File: src/rtl/j11bus_pkg.sv
// j11bus_pkg: shared types and constants for the DCJ11 bus target.
package j11bus_pkg;

  localparam int unsigned ADDR_W = 22;
  localparam int unsigned DATA_W = 16;
  localparam int unsigned MEMA_W = 21;
  localparam int unsigned IOA_W  = 12;
  localparam int unsigned IRQV_W = 9;

  // Top 8 KB of the 22-bit space is the I/O page
  localparam logic [8:0] IOPAGE_PFX  = 9'h1FF;
  // GP read code that returns the power-up configuration word
  localparam logic [7:0] GP_CODE_CFG = 8'h00;

  typedef enum logic [2:0] {
    S_IDLE   = 3'd0,
    S_DECODE = 3'd1,
    S_MEM    = 3'd2,
    S_IO     = 3'd3,
    S_RESP   = 3'd4
  } state_t;

  // Request fields captured on the busreq cycle
  typedef struct packed {
    logic              wr;
    logic              gp;
    logic              irq;
    logic [ADDR_W-1:0] addr;
    logic [DATA_W-1:0] wdata;
    logic [1:0]        wstrb;
  } bus_req_t;

endpackage

File: src/rtl/j11bus_tmo.sv
// j11bus_tmo: clear/enable wait counter with a terminal-count flag.
// tc_c rises when the counter holds TERM; it then stops counting.
module j11bus_tmo #(
  parameter int unsigned TERM = 254
) (
  input  logic clk,
  input  logic rst,
  input  logic clr,
  input  logic en,
  output logic tc_c
);

  localparam int unsigned CW = (TERM > 0) ? $clog2(TERM + 1) : 1;

  logic [CW-1:0] cnt;

  // Count enabled wait cycles, restarting from zero on clr
  always_ff @(posedge clk or posedge rst) begin
    if (rst) begin
      cnt <= '0;
    end else if (clr) begin
      cnt <= '0;
    end else if (en && !tc_c) begin
      cnt <= cnt + CW'(1);
    end
  end

  assign tc_c = (cnt == CW'(TERM));

endmodule

File: src/rtl/j11bus.sv
// j11bus: DCJ11 bus target routing CPU cycles to RAM, the I/O page,
// or the internal GP / interrupt-acknowledge responders.
// Optional feature: define J11BUS_TIMEOUT_EN to add the NXM response timeout.
module j11bus
  import j11bus_pkg::*;
#(
  parameter logic [21:0] MEMTOP = 22'o1000000,
  parameter logic [15:0] GPCFG  = 16'o173000,
  parameter int unsigned TMO    = 255
) (
  input  logic        clk,
  input  logic        rst,
  input  logic        busreq,
  input  logic        buswr,
  input  logic        busgp,
  input  logic        busirq,
  input  logic [21:0] busaddr,
  input  logic [15:0] buswdata,
  input  logic [1:0]  buswstrb,
  input  logic [1:0]  busbs,
  output logic        busack,
  output logic [15:0] busrdata,
  output logic        buserr,
  output logic        memreq,
  output logic        memwr,
  output logic [20:0] memaddr,
  output logic [15:0] memwdata,
  output logic [1:0]  memwstrb,
  input  logic        memack,
  input  logic [15:0] memrdata,
  output logic        ioreq,
  output logic        iowr,
  output logic [11:0] ioaddr,
  output logic [15:0] iowdata,
  output logic [1:0]  iowstrb,
  input  logic        ioack,
  input  logic [15:0] iordata,
  input  logic [8:0]  irqvec,
  output logic        irqack
);

  state_t   state_q, state_d;
  bus_req_t cap_q, cap_d;

  logic              busack_d, buserr_d, irqack_d;
  logic [DATA_W-1:0] busrdata_d;
  logic              memreq_d, memwr_d, ioreq_d, iowr_d;
  logic [MEMA_W-1:0] memaddr_d;
  logic [IOA_W-1:0]  ioaddr_d;
  logic [DATA_W-1:0] memwdata_d, iowdata_d;
  logic [1:0]        memwstrb_d, iowstrb_d;
  logic              tmo_clr, tmo_en, tmo_hit;
  logic              unused_ok;

`ifdef J11BUS_TIMEOUT_EN
  // Response timeout: counts wait cycles in MEM/IO, flags the last allowed one
  j11bus_tmo #(
    .TERM ((TMO > 0) ? TMO - 1 : 0)
  ) u_tmo (
    .clk  (clk),
    .rst  (rst),
    .clr  (tmo_clr),
    .en   (tmo_en),
    .tc_c (tmo_hit)
  );
  assign unused_ok = ^{busbs};
`else
  // No timeout: MEM/IO wait for their ack indefinitely
  assign tmo_hit   = 1'b0;
  assign unused_ok = ^{busbs, tmo_clr, tmo_en, 32'(TMO)};
`endif

  // Next state and next values of every registered output
  always_comb begin
    state_d    = state_q;
    cap_d      = cap_q;
    busack_d   = 1'b0;
    irqack_d   = 1'b0;
    buserr_d   = buserr;
    busrdata_d = busrdata;
    memreq_d   = memreq;
    memwr_d    = memwr;
    memaddr_d  = memaddr;
    memwdata_d = memwdata;
    memwstrb_d = memwstrb;
    ioreq_d    = ioreq;
    iowr_d     = iowr;
    ioaddr_d   = ioaddr;
    iowdata_d  = iowdata;
    iowstrb_d  = iowstrb;
    tmo_clr    = 1'b0;
    tmo_en     = 1'b0;

    case (state_q)
      S_IDLE: begin
        if (busreq) begin
          cap_d   = '{wr: buswr, gp: busgp, irq: busirq, addr: busaddr,
                      wdata: buswdata, wstrb: buswstrb};
          state_d = S_DECODE;
        end
      end

      S_DECODE: begin
        if (cap_q.irq) begin
          state_d    = S_RESP;
          busrdata_d = {7'b0, irqvec};
          buserr_d   = 1'b0;
          irqack_d   = 1'b1;
        end else if (cap_q.gp) begin
          state_d    = S_RESP;
          busrdata_d = (!cap_q.wr && cap_q.addr[7:0] == GP_CODE_CFG) ? GPCFG : '0;
          buserr_d   = 1'b0;
        end else if (cap_q.addr[21:13] == IOPAGE_PFX) begin
          state_d   = S_IO;
          ioreq_d   = 1'b1;
          iowr_d    = cap_q.wr;
          ioaddr_d  = cap_q.addr[12:1];
          iowdata_d = cap_q.wdata;
          iowstrb_d = cap_q.wstrb;
          tmo_clr   = 1'b1;
        end else if (cap_q.addr < MEMTOP) begin
          state_d    = S_MEM;
          memreq_d   = 1'b1;
          memwr_d    = cap_q.wr;
          memaddr_d  = cap_q.addr[21:1];
          memwdata_d = cap_q.wdata;
          memwstrb_d = cap_q.wstrb;
          tmo_clr    = 1'b1;
        end else begin
          state_d    = S_RESP;
          busrdata_d = '0;
          buserr_d   = 1'b1;
        end
      end

      S_MEM: begin
        tmo_en = 1'b1;
        if (memack) begin
          state_d    = S_RESP;
          memreq_d   = 1'b0;
          busrdata_d = cap_q.wr ? '0 : memrdata;
          buserr_d   = 1'b0;
        end else if (tmo_hit) begin
          state_d    = S_RESP;
          memreq_d   = 1'b0;
          busrdata_d = '0;
          buserr_d   = 1'b1;
        end
      end

      S_IO: begin
        tmo_en = 1'b1;
        if (ioack) begin
          state_d    = S_RESP;
          ioreq_d    = 1'b0;
          busrdata_d = cap_q.wr ? '0 : iordata;
          buserr_d   = 1'b0;
        end else if (tmo_hit) begin
          state_d    = S_RESP;
          ioreq_d    = 1'b0;
          busrdata_d = '0;
          buserr_d   = 1'b1;
        end
      end

      S_RESP: begin
        state_d = S_IDLE;
      end

      default: begin
        state_d  = S_IDLE;
        memreq_d = 1'b0;
        ioreq_d  = 1'b0;
      end
    endcase

    // busack is high exactly while the FSM sits in RESP
    busack_d = (state_d == S_RESP);
  end

  // State, capture and output registers
  always_ff @(posedge clk or posedge rst) begin
    if (rst) begin
      state_q  <= S_IDLE;
      cap_q    <= '0;
      busack   <= 1'b0;
      busrdata <= '0;
      buserr   <= 1'b0;
      irqack   <= 1'b0;
      memreq   <= 1'b0;
      memwr    <= 1'b0;
      memaddr  <= '0;
      memwdata <= '0;
      memwstrb <= '0;
      ioreq    <= 1'b0;
      iowr     <= 1'b0;
      ioaddr   <= '0;
      iowdata  <= '0;
      iowstrb  <= '0;
    end else begin
      state_q  <= state_d;
      cap_q    <= cap_d;
      busack   <= busack_d;
      busrdata <= busrdata_d;
      buserr   <= buserr_d;
      irqack   <= irqack_d;
      memreq   <= memreq_d;
      memwr    <= memwr_d;
      memaddr  <= memaddr_d;
      memwdata <= memwdata_d;
      memwstrb <= memwstrb_d;
      ioreq    <= ioreq_d;
      iowr     <= iowr_d;
      ioaddr   <= ioaddr_d;
      iowdata  <= iowdata_d;
      iowstrb  <= iowstrb_d;
    end
  end

endmodule

File: config.mk
export PLATFORM = sky130hd
export DESIGN_NAME = j11bus
export DESIGN_NICKNAME = d
export VERILOG_FILES = /design/src/rtl/j11bus_pkg.sv /design/src/rtl/j11bus_tmo.sv /design/src/rtl/j11bus.sv
export SDC_FILE = /design/constraint.sdc
export NUM_CORES = 1
export LEC_CHECK = 0
export CORE_MARGIN = 2
export CORE_UTILIZATION = 30
export CTS_BUF_LIST = sky130_fd_sc_hd__clkbuf_8
export CTS_CLUSTER_DIAMETER = 100
export DETAILED_ROUTE_END_ITERATION = 7
export HOLD_SLACK_MARGIN = 0.12
export PLACE_DENSITY = 0.61
export REMOVE_ABC_BUFFERS = 1
export SYNTH_ARGS = -nofsm -noshare
export SYNTH_HDL_FRONTEND = slang
export SYNTH_HIERARCHICAL = 1
export SYNTH_SLANG_ARGS = --single-unit
File: constraint.sdc
create_clock -name clk -period 6 [get_ports clk]
set_clock_uncertainty 0.05 [all_clocks]
set_input_delay 0.9 -clock clk [delete_from_list [all_inputs] [get_ports clk]]
set_output_delay 0.9 -clock clk [all_outputs]
set_load 0.05 [all_outputs]
-- Word level (Yosys, flattened, before mapping)
Cells that the tools add are included.
Widths: inputs -> output; s select.
- $lt $le $gt $ge: 1
- eq/ne operators: 15
- multiplexer cells: 36
- bitwise operators: 5
- reductions and logical operators: 13
- operators by type and width (cell ; count):
    $mux 16 ; 9
    $pmux 16 s3 ; 1
    $lt 22x19->1 const B ; 1
    $mux 3 ; 7
    $mux 1 ; 15
    $reduce_and 5->1 ; 3
    $ne 2x2->1 const B ; 7
    $pmux 3 s4 ; 1
    $eq 9x9->1 const B ; 1
    $pmux 1 s3 ; 3
    $logic_not 8->1 ; 1
    $ne 4x4->1 const B ; 2
    $eq 3x2->1 const B ; 2
    $eq 3x3->1 const B ; 2
    $reduce_and 6->1 ; 1
    $reduce_or 3->1 ; 2
    $not 1->1 ; 5
    $reduce_and 4->1 ; 1
    $eq 3x1->1 const B ; 1
    $logic_not 3->1 ; 1
    $reduce_bool 3->1 ; 1
    $reduce_and 2->1 ; 1
    $logic_and 1x1->1 ; 1
    $logic_not 1->1 ; 1
- flip-flop bits (word level): 138
- bits of input ports: 91

-- Longest topological paths before layout
- depth after elaboration: 7
- mapped depth: 8

-- Worst setup path before layout
No wires, ideal clock.
- path kind: in2reg
- start: input busreq
- end: register cap_q[10] (netlist bit)
- setup time: 125 ps
- arrival time: 1993 ps
- required time: 5825 ps
- setup slack: 3832 ps
- cell stages on the path: 3
- buffers on the path: 1
- path through: nor4b_2 -> buf_2 -> mux2_2
- longest elaborated chain between the ends: 1
- ends and longest elaborated chain (element ; line ; text):
    from (decl) ; j11bus.sv:13 ; input logic busreq,
    $reduce_and 2->1 (no line) ; - ;
    to (signal assigned) ; j11bus.sv:202 ; cap_q <= cap_d;
    to (decl) ; j11bus.sv:43 ; bus_req_t cap_q, cap_d;
Every way passes these cells.
A chain may end at the register's enable or synchronous reset.

-- Worst setup path after layout
- start: register state_q[0]
- end: register busrdata[14]
- longest elaborated chain between the ends: 3
- elaborated cells between the ends (all ways): 10
- classes of those cells: 7 x eq/ne; 1 x mux; 2 x reduce/logical
- ends and longest elaborated chain (element ; line ; text):
    from (decl) ; j11bus.sv:42 ; state_t state_q, state_d;
    from (signal assigned) ; j11bus.sv:201 ; state_q <= state_d;
    $eq 3x1->1 / $eq 3x2->1 (equally long branches) ; j11bus.sv:94 ; case (state_q)
    $ne 4x4->1 (no line) (tied with other cells) ; - ;
    $reduce_and 5->1 (no line) ; - ;
    to (signal assigned) ; j11bus.sv:204 ; busrdata <= busrdata_d;
    to (decl) ; j11bus.sv:22 ; output logic [15:0] busrdata,
Parallel ways exist; a longest one is shown, timed or not.

==> metrics.yaml <==
status: "finished, final reports clean"
cts_buffers: 17
netlist_area_um2: 5620
critPathKind: "reg -> reg"
drc_errors: 0
yosys_warnings: 6
syn_inst: 403
synth_ff_type: "dfrtp_1"
dr.pass1.iters: 4
cts_resized: 0
met1_length_mm: 5.67
clock_latency_ns: 0.43
synthTopCellsByCount: "138 x dfrtp_1, 110 x mux2_2, 41 x nor2_1"
die_h_um: 141
synth_cell_types: 31
htreeDepth: 4
fmax_mhz: 325
drtIter0Drc: 107
track_usage_pct: 14.6
synth_edf_count: 0
min_path_type: "reg -> reg"
ant_nets: 0
top_layer_used: "met4"
drive_gt1_share_pct: 25.5
leakagePower_nw: 3.51
internal_power_w: 0.00222
grt_pass1_vias: 4228
port-buffer-count: 180
grt_start_max_net_pins: 72
wirelength_mm: 13.8
io_pins: 183
met3_length_mm: 1.10
syn_avg_cell_area_um2: 13.9
synth_area_leader_cell: "dfrtp_1"
die_w_um: 141
antenna_found_initial: 0
timing.final.ws_setup_ns: 2.92
p_sw_w: 0.00126
num_vias: 3832
dieArea_um2: 19800
yosys.cell_count.top_type: "dfrtp_1"
viasPerCell: 4.61
worst_hold_slack_ns: 0.436
irDropWorstVdd_mv: 0.170
wl_per_cell_um: 16.6
coreArea_um2: 18500
pre_cts_slack_ns: 2.59
postCtsSetupBuffers: 0
final_net_count: 675
clock_path_buffers: 2
powerDensity_nw_per_um2: 429
area_growth_pct: 44.2
critPathCaptureType: "flip-flop"
yosys-top-cells-area: "dfrtp_1 61%, mux2_2 22%, mux2i_1 2.9%, nor2_1 2.7%, a21oi_1 2.5%"
swShare_pct: 36.1
diodes: 0
rsz0062_at_grt: "false"
routabilityCongestion: 0.730
crit_arrival_ns: 3.30
cts_num_sinks: 138
ys_ff_latch: 138
ys_seq_area_share_pct: 61.5
worstPathRequired_ns: 6.22
cts_hold_buf: 0
grt_overflow_total: 0
path_max_fanout: 35
startpoint_type: "flip-flop"
p_seq_share_pct: 39.8
max_cap_viol_count: 0
final.setup.tns_ns: 0
final_util_pct: 43.8
finalCritPeriodShare_pct: 51.4
slew_headroom_pct: 25.1
clkSlewWorstSetupHoldPaths_ns: 0.08
hpwl_mm: 9.37
cts_tree: "done"
hold_viol_final: 0
slew_violations: 0
combPwrFrac_pct: 34.4
initial_core_util_pct: 30.3
rows: 50
synth_top_area_share_pct: 61.5
tightest_slew_ns: 1.12
fin_crit_ns: 3.08
route.met2.wl_mm: 6.90
finalSetupViolCount: 0
grt_pass1_wl_mm: 22.5
root_buffer: "clkbuf_8"
async_reset_ff_share_pct: 100
p_clk_share_pct: 25.8
==> final timing paths <==
kind | startpoint | end | slack (ns) | depth (start not counted)
min in group asynchronous | rst | ioaddr[10]$_DFFE_PP0P_ | 0.89 | 2
worst min register to register | memaddr[20]$_DFFE_PP0P_ | memaddr[20]$_DFFE_PP0P_ | 0.44 | 1
max in group asynchronous | rst | memwdata[3]$_DFFE_PP0P_ | 3.68 | 3
worst max register to register | state_q[0]$_DFF_PP0_ | busrdata[14]$_DFFE_PP0P_ | 2.92 | 6
worst min-delay path | memaddr[20]$_DFFE_PP0P_ | memaddr[20]$_DFFE_PP0P_ | 0.44 | 1
worst max-delay path | state_q[0]$_DFF_PP0_ | busrdata[14]$_DFFE_PP0P_ | 2.92 | 6
==> registers in the layout (all words and copies together) (netlist names), 2 cells and up <==
register  count
busrdata     16
cap_q        43
ioaddr       12
iowdata      16
iowstrb       2
memaddr      21
memwdata     16
memwstrb      2
state_q       3
==> layer usage <==
layer / global-route usage [%] / vias up
li1: - / 1786
met1: 17.1 / 1919
met2: 24.8 / 118
met3: 5.81 / 9
met4: 4.42 / 0
met5: 0 / -
==> critical path: stages (launching register included) <==
cell	delay, ns
dfrtp_1	1.08
or3b_4	0.50
nor4_4	0.27
buf_4	0.50
nor3b_4	0.27
nor2_1	0.16
a21oi_1	0.06
==> layout by cell type, fill, tap and decap left out, types with 2 or more instances in the layout <==
master and n:
a21oi_1 28, and2_1 6, buf_4 4, bufinv_16 5, clkbuf_8 21, clkdlybuf4s50_1 180
clkinvlp_4 3, dfrtp_1 138, inv_1 3, inv_6 2, mux2_2 110, mux2i_1 16
nand2b_1 3, nand3_1 7, nand4_1 2, nor2_1 41, nor2b_1 2, nor3_1 3
nor3b_1 2, nor4_1 3, o21ai_0 4
==> through the flow <==
| step | std cells | instance area, µm² | power (W) |
|---|---|---|---|
| final | 831 | 8100 | 0.00347 |
| after global routing | 831 | 8100 | 0.00368 |
| after CTS | 831 | 8100 | 0.00353 |
| after floorplan | 381 | 5470 | 0.00215 |
| after detailed placement | 799 | 7620 | 0.00261 |
| after global placement | 799 | 7620 | 0.00257 |
==> kinds of logic (layout without fill, tap and decap cells) <==
group,after synthesis,count (layout),synth area share (%)
AO/OA/AOI/OAI,36,36,3.45
buffers and inverters,25,219,2.76
AND/OR/NAND/NOR,78,78,7.40
flip-flops,138,138,61.5
multiplexers,126,126,24.9
==> layout make-up <==
cell class / count / area (µm²)
clock inverter: 11 / 190
tap: 234 / 293
sequential: 138 / 3450
clock buffer: 21 / 289
inverter: 3 / 16.3
multi-input combinational: 240 / 2030
fill: 1700 / 10400
timing repair buffer: 184 / 1830
==> power by group through the flow <==
stage	clock [W]	sequential [W]	combinational [W]
after global routing	0.000988	0.00142	0.00127
after CTS	0.000936	0.00139	0.00121
after global placement	0	0.00138	0.00119
final	0.000895	0.00138	0.00120
after detailed placement	0	0.00140	0.00121
after floorplan	0	0.00178	0.000374
No activity file was read; power rests on OpenSTA's default activity.
